## src/rtl/mem_port_arbiter.sv

```systemverilog
// Round-robin arbiter sharing one single-ported memory between instruction fetch and data access.
// One outstanding access at a time, registered request/response paths and a per-access timeout.
//
// state    | meaning
// ---------+----------------------------------------------------------
// IDLE     | no access in flight; arbitrate between pending requests
// INS_ACC  | fetch access presented on the memory port
// DATA_ACC | data access presented on the memory port
// RESP     | one-cycle ready strobe to the port that owned the access
module mem_port_arbiter #(
    parameter int XLEN    = 32,
    parameter int TIMEOUT = 255,
    parameter int TO_W    = 8
) (
    input  logic            clock_in,
    input  logic            reset_in,
    input  logic            ins_valid_in,
    input  logic [XLEN-1:0] ins_addr_in,
    output logic            ins_ready_out,
    output logic [XLEN-1:0] ins_data_out,
    output logic            ins_err_out,
    input  logic            data_valid_in,
    input  logic            data_write_in,
    input  logic [XLEN-1:0] data_addr_in,
    input  logic [XLEN-1:0] data_wdata_in,
    output logic            data_ready_out,
    output logic [XLEN-1:0] data_rdata_out,
    output logic            data_err_out,
    output logic            mem_valid_out,
    output logic            mem_write_out,
    output logic [XLEN-1:0] mem_addr_out,
    output logic [XLEN-1:0] mem_wdata_out,
    input  logic            mem_ready_in,
    input  logic [XLEN-1:0] mem_rdata_in
);

    typedef enum logic [1:0] {IDLE, INS_ACC, DATA_ACC, RESP} state_t;

    localparam logic [TO_W-1:0] TO_LAST = TO_W'(TIMEOUT - 1);

    state_t          state;
    logic            last_grant_data;
    logic [TO_W-1:0] to_cnt;
    logic            grant_ins;
    logic            grant_data;
    logic            acc_done;
    logic [XLEN-1:0] resp_data;

    // On contention the port that was not served last wins.
    always_comb begin
        grant_ins  = ins_valid_in && (!data_valid_in || last_grant_data);
        grant_data = data_valid_in && (!ins_valid_in || !last_grant_data);
        acc_done   = mem_ready_in || (to_cnt == TO_LAST);
        resp_data  = mem_ready_in ? mem_rdata_in : '0;
    end

    always_ff @(posedge clock_in) begin
        if (reset_in) begin
            state           <= IDLE;
            last_grant_data <= 1'b1;
            to_cnt          <= '0;
            mem_valid_out   <= 1'b0;
            mem_write_out   <= 1'b0;
            mem_addr_out    <= '0;
            mem_wdata_out   <= '0;
            ins_ready_out   <= 1'b0;
            ins_data_out    <= '0;
            ins_err_out     <= 1'b0;
            data_ready_out  <= 1'b0;
            data_rdata_out  <= '0;
            data_err_out    <= 1'b0;
        end else begin
            case (state)
                IDLE: begin
                    if (grant_ins) begin
                        state           <= INS_ACC;
                        last_grant_data <= 1'b0;
                        to_cnt          <= '0;
                        mem_valid_out   <= 1'b1;
                        mem_write_out   <= 1'b0;
                        mem_addr_out    <= ins_addr_in;
                        mem_wdata_out   <= '0;
                    end else if (grant_data) begin
                        state           <= DATA_ACC;
                        last_grant_data <= 1'b1;
                        to_cnt          <= '0;
                        mem_valid_out   <= 1'b1;
                        mem_write_out   <= data_write_in;
                        mem_addr_out    <= data_addr_in;
                        mem_wdata_out   <= data_wdata_in;
                    end
                end
                INS_ACC, DATA_ACC: begin
                    // A completion in the last allowed cycle beats the timeout.
                    if (acc_done) begin
                        state         <= RESP;
                        mem_valid_out <= 1'b0;
                        if (state == INS_ACC) begin
                            ins_ready_out <= 1'b1;
                            ins_data_out  <= resp_data;
                            ins_err_out   <= !mem_ready_in;
                        end else begin
                            data_ready_out <= 1'b1;
                            data_rdata_out <= resp_data;
                            data_err_out   <= !mem_ready_in;
                        end
                    end else begin
                        to_cnt <= to_cnt + 1'b1;
                    end
                end
                RESP: begin
                    state          <= IDLE;
                    ins_ready_out  <= 1'b0;
                    ins_err_out    <= 1'b0;
                    data_ready_out <= 1'b0;
                    data_err_out   <= 1'b0;
                end
                default: state <= IDLE;
            endcase
        end
    end

endmodule

```

## config.mk

```make
export PLATFORM = sky130hd
export DESIGN_NAME = mem_port_arbiter
export DESIGN_NICKNAME = d
export VERILOG_FILES = /design/src/rtl/mem_port_arbiter.sv
export SDC_FILE = /design/constraint.sdc
export NUM_CORES = 1
export LEC_CHECK = 0
export BUFFER_PORTS_ARGS = -buffer_cell sky130_fd_sc_hd__buf_2
export CORE_MARGIN = 2
export CORE_UTILIZATION = 47
export DETAILED_ROUTE_END_ITERATION = 8
export PLACE_DENSITY_LB_ADDON = 0.3
export SLEW_MARGIN = 25
export SYNTH_ARGS = -nofsm -noshare
export SYNTH_HDL_FRONTEND = slang
export SYNTH_SLANG_ARGS = --single-unit
```

## constraint.sdc

```tcl
create_clock -name clock_in -period 2.63 [get_ports clock_in]
set_input_delay 0.1315 -clock clock_in [delete_from_list [all_inputs] [get_ports clock_in]]
set_output_delay 0.1315 -clock clock_in [all_outputs]
set_load 0.005 [all_outputs]
```

==> flow_metrics.py <==
metrics = {
    "run_status": {
        "status": "finished clean",
    },
    "clock_network": {
        "cts.htree.levels": 4,
        "cts_root_buf": "clkbuf_16",
        "cts.reportedPaths.clkPinSlew_ns": 0.06,
        "cts_resized": 0,
        "insertion_delay_ns": 0.42,
        "cts_buffers": 17,
        "tritoncts": "built",
        "ctsHoldBuffers": 62,
        "cts.sinks": 145,
        "max-clock-path-buffers": 2,
        "postCtsSetupBuffers": 0,
    },
    "layout": {
        "syn_to_final_growth_pct": 44.73,
        "final_area_um2": 8526,
        "multi_input_area_um2": 2679,
        "ff_latch_area_um2": 2903,
        "drive_above_1_share": 0.3378,
        "final_nets": 1089,
        "final_util": 0.7039,
        "diodes": 0,
        "fillCellCount": 961,
    },
    "power_and_ir_drop": {
        "leakagePower_nw": 3.790,
        "p_int_mw": 5.268,
        "clkPwrFrac": 0.305,
        "p_sw_mw": 2.883,
        "p_sw_frac": 0.3537,
        "combPwrFrac": 0.347,
        "p_per_area_nw_per_um2": 956.1,
        "p_seq_frac": 0.348,
        "peakVddDrop_mv": 0.7207,
        "power_mw": 8.151,
    },
    "drt": {
        "wl_met1_um": 7226,
        "routed_wl_um": 17570,
        "top_layer": "met4",
        "first_pass_iters": 6,
        "via_per_inst": 5.487,
        "wl_met2_um": 8548,
        "drtIter0Drc": 554,
        "routed-via-count": 6200,
        "detail_route.wl_per_cell_um": 15.55,
        "post-route-drc-count": 0,
        "wl_met3_um": 1494,
        "antenna_left": 0,
    },
    "logic_synthesis": {
        "yosysSeqAreaShare": 0.4928,
        "netlist.top_cell.by_area": "dfxtp_1",
        "ys_types": 40,
        "ys_ff_latch": 145,
        "synth_area_per_cell_um2": 8.939,
        "synth_common_cells": "145 x dfxtp_1, 80 x a21oi_1, 71 x o21ai_0",
        "synth_edf_count": 0,
        "synthCells": 659,
        "netlist_area_um2": 5891,
        "synth_warnings": 0,
        "synthFlopType": "dfxtp_1",
        "netlist.area_leader.share": 0.4928,
        "synthTopCellsByArea": "dfxtp_1 49%, a21oi_1 6.8%, nand4_1 6.8%",
        "async_reset_ff_frac": 0,
        "synth_fp_nets": 798,
        "synth_most_common_cell": "dfxtp_1",
    },
    "global_route": {
        "grt_pass1_vias": 5648,
        "grtUsageTotal": 0.2549,
        "antenna_found_initial": 0,
        "grt_max_degree": 69,
        "grt_pass1_wl_um": 27370,
        "overflow": 0,
    },
    "critical_path": {
        "cp_max_fo": 17,
        "crit_path_end_kind": "register",
        "crit_start": "state[0]",
        "regToRegStartpoint": "state[0]",
        "required_ns": 2.98,
        "crit_arrival_ns": 2.38,
        "critPathKind": "register to register",
        "start_kind": "register",
    },
    "timing": {
        "finalHoldViolCount": 0,
        "slew_viol_final": 0,
        "final.min_clock_period_ns": 2.031,
        "skew_ns": 0.006773,
        "fin_ws_ns": 0.5987,
        "tns_ns": 0,
        "maxSlewHeadroom": 0.5735,
        "finalSetupViolations": 0,
        "clock.fmax_mhz": 492.3,
        "rsz0062_at_grt": "false",
        "worst_pin_slew_ns": 0.6397,
        "fin_crit_sh": 0.7723,
    },
    "floorplanning": {
        "rows": 40,
        "dieWidth_um": 116.0,
        "fp.dieH_um": 116.0,
        "io_pins": 268,
        "die_area_um2": 13440,
        "start_util": 0.4864,
        "core-area_um2": 12110,
    },
    "run": {
        "drv_cap": 0,
    },
    "placed_design": {
        "gp_congestion": 0.8326,
        "numPortBuffers": 267,
        "dpl_cell_area_um2": 7291,
        "pre_cts_ws_ns": 0.6042,
        "dpl.hpwl_um": 10750,
    },
    "hold_path": {
        "min_from": "mem_rdata_in[31]",
        "worstHoldPathType": "input pin to register",
    },
}
[sequential cells by signal (all words and copies together) (netlist names)]
name,flops
ins_data_out,32
to_cnt,8
state,2
last_grant_data,1
data_ready_out,1
data_rdata_out,32
ins_ready_out,1
mem_addr_out,32
data_err_out,1
mem_write_out,1
ins_err_out,1
mem_wdata_out,32
mem_valid_out,1
[path summary, 6_finish.rpt]
path | slack (ns) | to | depth (start not counted)
setup / recovery | 0.60 | to_cnt[5] | 6
hold / removal | 0.02 | ins_data_out[31] | 3
setup reg to reg | 0.60 | to_cnt[5] | 6
hold reg to reg | 0.47 | ins_data_out[10] | 2
[power groups by stage]
stage / clock, mW / combinational [mW] / sequential [mW]
3_3_place_gp: 0 / 2.71 / 2.85
3_5_place_dp: 0 / 2.73 / 2.87
5_1_grt: 2.63 / 3.13 / 2.89
6_report: 2.49 / 2.83 / 2.84
2_1_floorplan: 0 / 1.77 / 2.90
4_1_cts: 2.53 / 2.80 / 2.83
[kinds of logic after synthesis]
group,after synthesis,synth area share
adder cells (fa/ha/maj),5,0.01062
flip-flops,145,0.4928
AND/OR/NAND/NOR,161,0.1440
multiplexers,32,0.05438
AO/OA/AOI/OAI,237,0.2415
buffers and inverters,79,0.05671
[per-layer routing]
metal | vias up | GRT usage
li1 | 3021 | -
met1 | 2880 | 0.3147
met2 | 274 | 0.4242
met3 | 25 | 0.07531
met4 | 0 | 0.09206
met5 | - | 0
[placed cells by master (no fill, tap or decap), types with 4 or more instances in the layout]
master	instances
a211oi_1	35
a21oi_1	79
a22oi_1	33
buf_2	266
buf_4	13
clkbuf_16	17
clkbuf_8	4
dfxtp_1	145
dlygate4sd3_1	62
inv_1	7
mux2i_1	32
nand2_1	4
nand3_1	7
nand4_1	64
nor2_1	68
o21ai_0	71
o31ai_1	5
or4_1	4
[worst max-delay path: stages, from the launching register on]
cell     delay, ns
dfxtp_1       0.38
inv_1         0.06
ha_2          0.34
and4_4        0.22
a22o_4        0.28
or4_1         0.52
a21oi_1       0.14
[through the flow]
stage | cells | hold slack, ns
final | 1130 | 0.02184
after global routing | 1130 | 0.02433
after CTS | 1130 | 0.003143
after detailed placement | 1037 | 0.3739
after global placement | 1037 | 0.3645
after floorplan | 659 | 0.2798
[cell type report]
class / count / area share
Clock buffer: 23 / 0.05724
Clock inverter: 8 / 0.01482
Inverter: 8 / 0.003522
Multi-Input combinational cell: 435 / 0.3142
Sequential cell: 145 / 0.3405
Tap cell: 168 / 0.02466
Timing Repair Buffer: 343 / 0.2451
(Power assumes the default switching activity.)
